**src/rtl/mem_port_arbiter.sv**
```systemverilog
// Two-port arbiter in front of a single-port synchronous memory.
// Grants are combinational; read data returns one cycle after a legal read grant.
module mem_port_arbiter #(
  parameter int unsigned AW    = 6,
  parameter int unsigned RR_EN = 1
) (
  input  logic          clk,
  input  logic          reset,
  input  logic          p0_req,
  input  logic          p0_we,
  input  logic [31:0]   p0_addr,
  input  logic [31:0]   p0_wdata,
  input  logic          p1_req,
  input  logic          p1_we,
  input  logic [31:0]   p1_addr,
  input  logic [31:0]   p1_wdata,
  output logic          p0_gnt,
  output logic          p1_gnt,
  output logic          p0_rvalid,
  output logic          p1_rvalid,
  output logic [31:0]   p0_rdata,
  output logic [31:0]   p1_rdata,
  output logic          p0_err,
  output logic          p1_err,
  output logic          p0_stall,
  output logic          mem_en,
  output logic          mem_we,
  output logic [AW-1:0] mem_addr,
  output logic [31:0]   mem_wdata,
  input  logic [31:0]   mem_rdata,
  output logic [15:0]   p0_cnt,
  output logic [15:0]   p1_cnt
);

  typedef enum logic {StIdle, StRdPend} rd_state_e;

  rd_state_e   state_q, state_d;
  logic        pend_port_q, pend_port_d;
  logic        last_gnt_q, last_gnt_d;
  logic [15:0] p0_cnt_q, p1_cnt_q;
  logic        gnt0, gnt1, any_gnt, legal0, legal1, sel_legal, sel_we;

  assign legal0 = (p0_addr[1:0] == 2'b00) && ((p0_addr >> (AW + 2)) == 32'd0);
  assign legal1 = (p1_addr[1:0] == 2'b00) && ((p1_addr >> (AW + 2)) == 32'd0);

  // Grants are forced low while reset is asserted.
  always_comb begin
    gnt0 = 1'b0;
    gnt1 = 1'b0;
    if (reset) begin
      if (p0_req && p1_req) begin
        if ((RR_EN != 0) && !last_gnt_q) begin
          gnt1 = 1'b1;
        end else begin
          gnt0 = 1'b1;
        end
      end else begin
        gnt0 = p0_req;
        gnt1 = p1_req;
      end
    end
  end

  assign any_gnt   = gnt0 | gnt1;
  assign sel_legal = gnt1 ? legal1 : legal0;
  assign sel_we    = gnt1 ? p1_we : p0_we;

  assign p0_gnt    = gnt0;
  assign p1_gnt    = gnt1;
  assign p0_err    = gnt0 & ~legal0;
  assign p1_err    = gnt1 & ~legal1;
  assign p0_stall  = p0_req & ~gnt0;

  assign mem_en    = any_gnt & sel_legal;
  assign mem_we    = mem_en & sel_we;
  assign mem_addr  = gnt1 ? p1_addr[AW+1:2] : p0_addr[AW+1:2];
  assign mem_wdata = gnt1 ? p1_wdata : p0_wdata;

  // Each read occupies the pending slot for exactly one cycle.
  always_comb begin
    state_d     = StIdle;
    pend_port_d = pend_port_q;
    last_gnt_d  = last_gnt_q;
    if (any_gnt) begin
      last_gnt_d = gnt1;
    end
    if (mem_en && !sel_we) begin
      state_d     = StRdPend;
      pend_port_d = gnt1;
    end
  end

  always_ff @(posedge clk or negedge reset) begin
    if (!reset) begin
      state_q     <= StIdle;
      pend_port_q <= 1'b0;
      last_gnt_q  <= 1'b1;
    end else begin
      state_q     <= state_d;
      pend_port_q <= pend_port_d;
      last_gnt_q  <= last_gnt_d;
    end
  end

  always_ff @(posedge clk or negedge reset) begin
    if (!reset) begin
      p0_cnt_q <= '0;
      p1_cnt_q <= '0;
    end else begin
      if (mem_en && gnt0 && (p0_cnt_q != 16'hFFFF)) begin
        p0_cnt_q <= p0_cnt_q + 16'd1;
      end
      if (mem_en && gnt1 && (p1_cnt_q != 16'hFFFF)) begin
        p1_cnt_q <= p1_cnt_q + 16'd1;
      end
    end
  end

  assign p0_cnt    = p0_cnt_q;
  assign p1_cnt    = p1_cnt_q;
  assign p0_rvalid = (state_q == StRdPend) && !pend_port_q;
  assign p1_rvalid = (state_q == StRdPend) && pend_port_q;
  assign p0_rdata  = p0_rvalid ? mem_rdata : 32'd0;
  assign p1_rdata  = p1_rvalid ? mem_rdata : 32'd0;

endmodule

```
**config.mk**
```make
export PLATFORM = sky130hd
export DESIGN_NAME = mem_port_arbiter
export DESIGN_NICKNAME = d
export VERILOG_FILES = /design/src/rtl/mem_port_arbiter.sv
export SDC_FILE = /design/constraint.sdc
export NUM_CORES = 1
export LEC_CHECK = 0
export CORE_AREA = 2 2 120 122
export CTS_CLUSTER_DIAMETER = 120
export DETAILED_ROUTE_END_ITERATION = 7
export DIE_AREA = 0 0 122 124
export PLACE_DENSITY_LB_ADDON = 0.12
export SYNTH_ARGS = -nofsm -noshare
export SYNTH_HDL_FRONTEND = slang
export SYNTH_SLANG_ARGS = --single-unit
```
**constraint.sdc**
```tcl
create_clock -name clk -period 3.7 [get_ports clk]
set_clock_uncertainty 0.05 [all_clocks]
set_input_delay 0.37 -clock clk [delete_from_list [all_inputs] [get_ports clk]]
set_output_delay 0.37 -clock clk [all_outputs]
set_load 0.005 [all_outputs]
```
==> impl_metrics.ini <==
[power_and_ir_drop]
share_clk_of_total_power = 0.397
share_of_power_burned_in_combinational_logic = 0.288
p_sw_uw = 269
power_frac_seq = 0.315
power_density_nw_per_um2 = 198
switching_share = 0.217
cell_internal_pwr_uw = 966
p_leak_nw = 2.72
irDropWorstVdd_uv = 164

[place]
detailedPlace.worstSlack_ns = 0.779
hpwl_um = 11000
finalWeightedCongestion = 0.778
io_buffers = 308

[final_layout]
layout.cells.most_common_list = 307 x clkdlybuf4s50_1, 131 x nand2_1, 44 x and3_1
final_net_count = 854
flow.area_growth_from_synthesis_pct = 122
layout_commonest_cell = clkdlybuf4s50_1
layout.filler_cells = 1326
drive_above_1_share = 0.0422
insertedDiodeCount = 0

[setup_path]
critical_path.max_fanout = 11
crit_path_start_kind = input pin
critPathRequiredTime_ns = 3.28
worst-r2r-setup-slack_ns = 1.69
worstReg2RegStart = last_gnt_q
critical_path_class = input pin to output pin
timing.rr.end = p0_cnt[1]
crit_path_end_kind = output pin
reg2regPathDepth = 5
critPathArrivalTime_ns = 2.50

[synthesis]
synth_cells = 385
synth.yosys.seq_area_share = 0.313
ys_warn_count = 0
netlist_area_um2 = 2800
async_reset_ff_frac = 1.00
net_count_after_synthesis = 553
synthDistinctLibCells = 40
syn-mean-instance-area_um2 = 7.28
synth_enable_flop_cells = 0
synth_seq_cells = 35
main_synth_ff_type = dfrtp_1

[route]
num_vias = 3832
routed_antenna_nets = 0
route.detailed.vias_per_inst = 4.42
detailedRoute.firstPassIterationCount = 4
wire_per_inst_um = 15.0
route.detailed.drc = 0
drt-initial-drc-count = 154
finalWirelength_um = 13000

[die]
die_h_um = 124
core_region_area_um2 = 13700
effective_utilization_at_floorplan = 0.204
design.portCount = 309
floorplan.die.width_um = 122
rows = 43
die-area_um2 = 15100

[sta]
max_slew.worst_pin.slew_ns = 0.826
totalNegativeSetupSlack_ns = 0
slew_headroom = 0.449
layout_min_cycle_time_ns = 2.92
setup_violations = 0
hold_violations = 0
layout_setup_ws_ns = 0.780
post-route-period-util = 0.789
setup_repair_after_global_routing_missed_its_margin = no
maxClockFrequency_ghz = 0.342
report.final.slew_viol_count = 0

[grt]
grt_util_all_layers = 0.159
grt_first_pass_wirelength_um = 18800
grt_pass1_vias = 3661
grt-ovfl-total = 0
antenna_violations_before_repair = 0
grt_max_degree = 40

[min_path]
min_path_type = input pin to async pin

[cts]
clkSlewWorstSetupHoldPaths_ns = 0.06
htree_levels = 2
cts_root_buffer = clkbuf_16
cts_buffer_depth = 2
post_cts_buffers = 0
cts-buffers-inserted = 5
post_cts_repair_resize_count = 0
cts_num_sinks = 35
clk-insertion-delay-late_ns = 0.28
cts_tree = built
post_cts_hold_buffer_count = 0

[outcome]
status = finished, final reports clean

[flow_run]
number_of_maximum_capacitance_constraint_violations = 0
[cells in the mapped netlist, drive strengths merged, types with 4 or more instances]
master	number	area, um^2
nand2	132	498
and3	44	275
and2	36	225
dfrtp	34	851
xnor2	22	193
nand3	17	85.1
clkbuf	15	56.3
nor4	15	113
nand4	12	81.3
nor2	8	30.0
inv	7	26.3
nor3	6	41.3
buf	5	31.3
and4	4	35.0
mux2	4	48.8
o21ai	4	20.0
[cell families after synthesis]
| logic type | Yosys count | share of synthesized area |
|---|---|---|
| compound gates | 12 | 0.0286 |
| xor+xnor | 25 | 0.0781 |
| fa+ha+maj | 2 | 0.00892 |
| buf+inv | 27 | 0.0406 |
| flops | 35 | 0.313 |
| mux | 5 | 0.0210 |
| simple gates | 279 | 0.510 |
[layer usage]
metal	global-route usage	vias to the layer above	routed length, um
met5	0	-	0
met4	0.0424	0	195
met3	0.0527	11	1320
met2	0.310	196	6990
met1	0.162	1730	4510
li1	-	1895	-
[layout make-up]
| type | count | area (um^2) | share of cell area |
|---|---|---|---|
| sequential | 35 | 877 | 0.141 |
| tap | 180 | 225 | 0.0361 |
| timing repair buffer | 314 | 3120 | 0.501 |
| clock inverter | 2 | 35.0 | 0.00562 |
| multi-input combinational | 323 | 1810 | 0.291 |
| inverter | 7 | 26.3 | 0.00421 |
| clock buffer | 6 | 139 | 0.0223 |
[critical path, stage by stage]
cell and delay, ns:
clkdlybuf4s50_1 0.42, nor4_1 0.32, and3_1 0.25, and3_1 0.41, a22o_1 0.22, clkdlybuf4s50_1 0.51
[sequential cells by signal, indices dropped and copies added (netlist names)]
name	cells
p1_cnt	16
last_gnt_q	1
pend_port_q	1
p0_cnt	16
state_q	1
[worst max path at each step]
stage / startpoint / end / depth (start not counted)
after floorplan: last_gnt_q / mem_wdata[12] / 5
after global placement: p1_addr[13] / mem_en / 7
after detailed placement: p0_addr[25] / mem_we / 6
after CTS: p0_addr[25] / mem_we / 6
after global routing: p0_addr[8] / mem_we / 6
final: p0_addr[25] / mem_we / 6
[power by group through the flow]
stage          logic, mW  clock network [mW]  registers, mW
2_1_floorplan     0.0685                   0          0.395
3_3_place_gp       0.359                   0          0.395
3_5_place_dp       0.359                   0          0.396
4_1_cts            0.362               0.504          0.389
5_1_grt            0.388               0.525          0.389
6_report           0.356               0.490          0.389
[stage by stage]
step | hold slack, ns | utilization | power [mW] | instances | cell area (um^2)
finish | 0.152 | 0.455 | 1.23 | 867 | 6240
global route | 0.210 | 0.455 | 1.30 | 867 | 6240
CTS | 0.197 | 0.455 | 1.25 | 867 | 6240
detailed placement | 0.439 | 0.442 | 0.755 | 859 | 6060
global placement | 0.429 | 0.442 | 0.754 | 859 | 6060
floorplan | 0.0244 | - | 0.464 | 385 | 2800
Power figures use the tool's default switching activity.
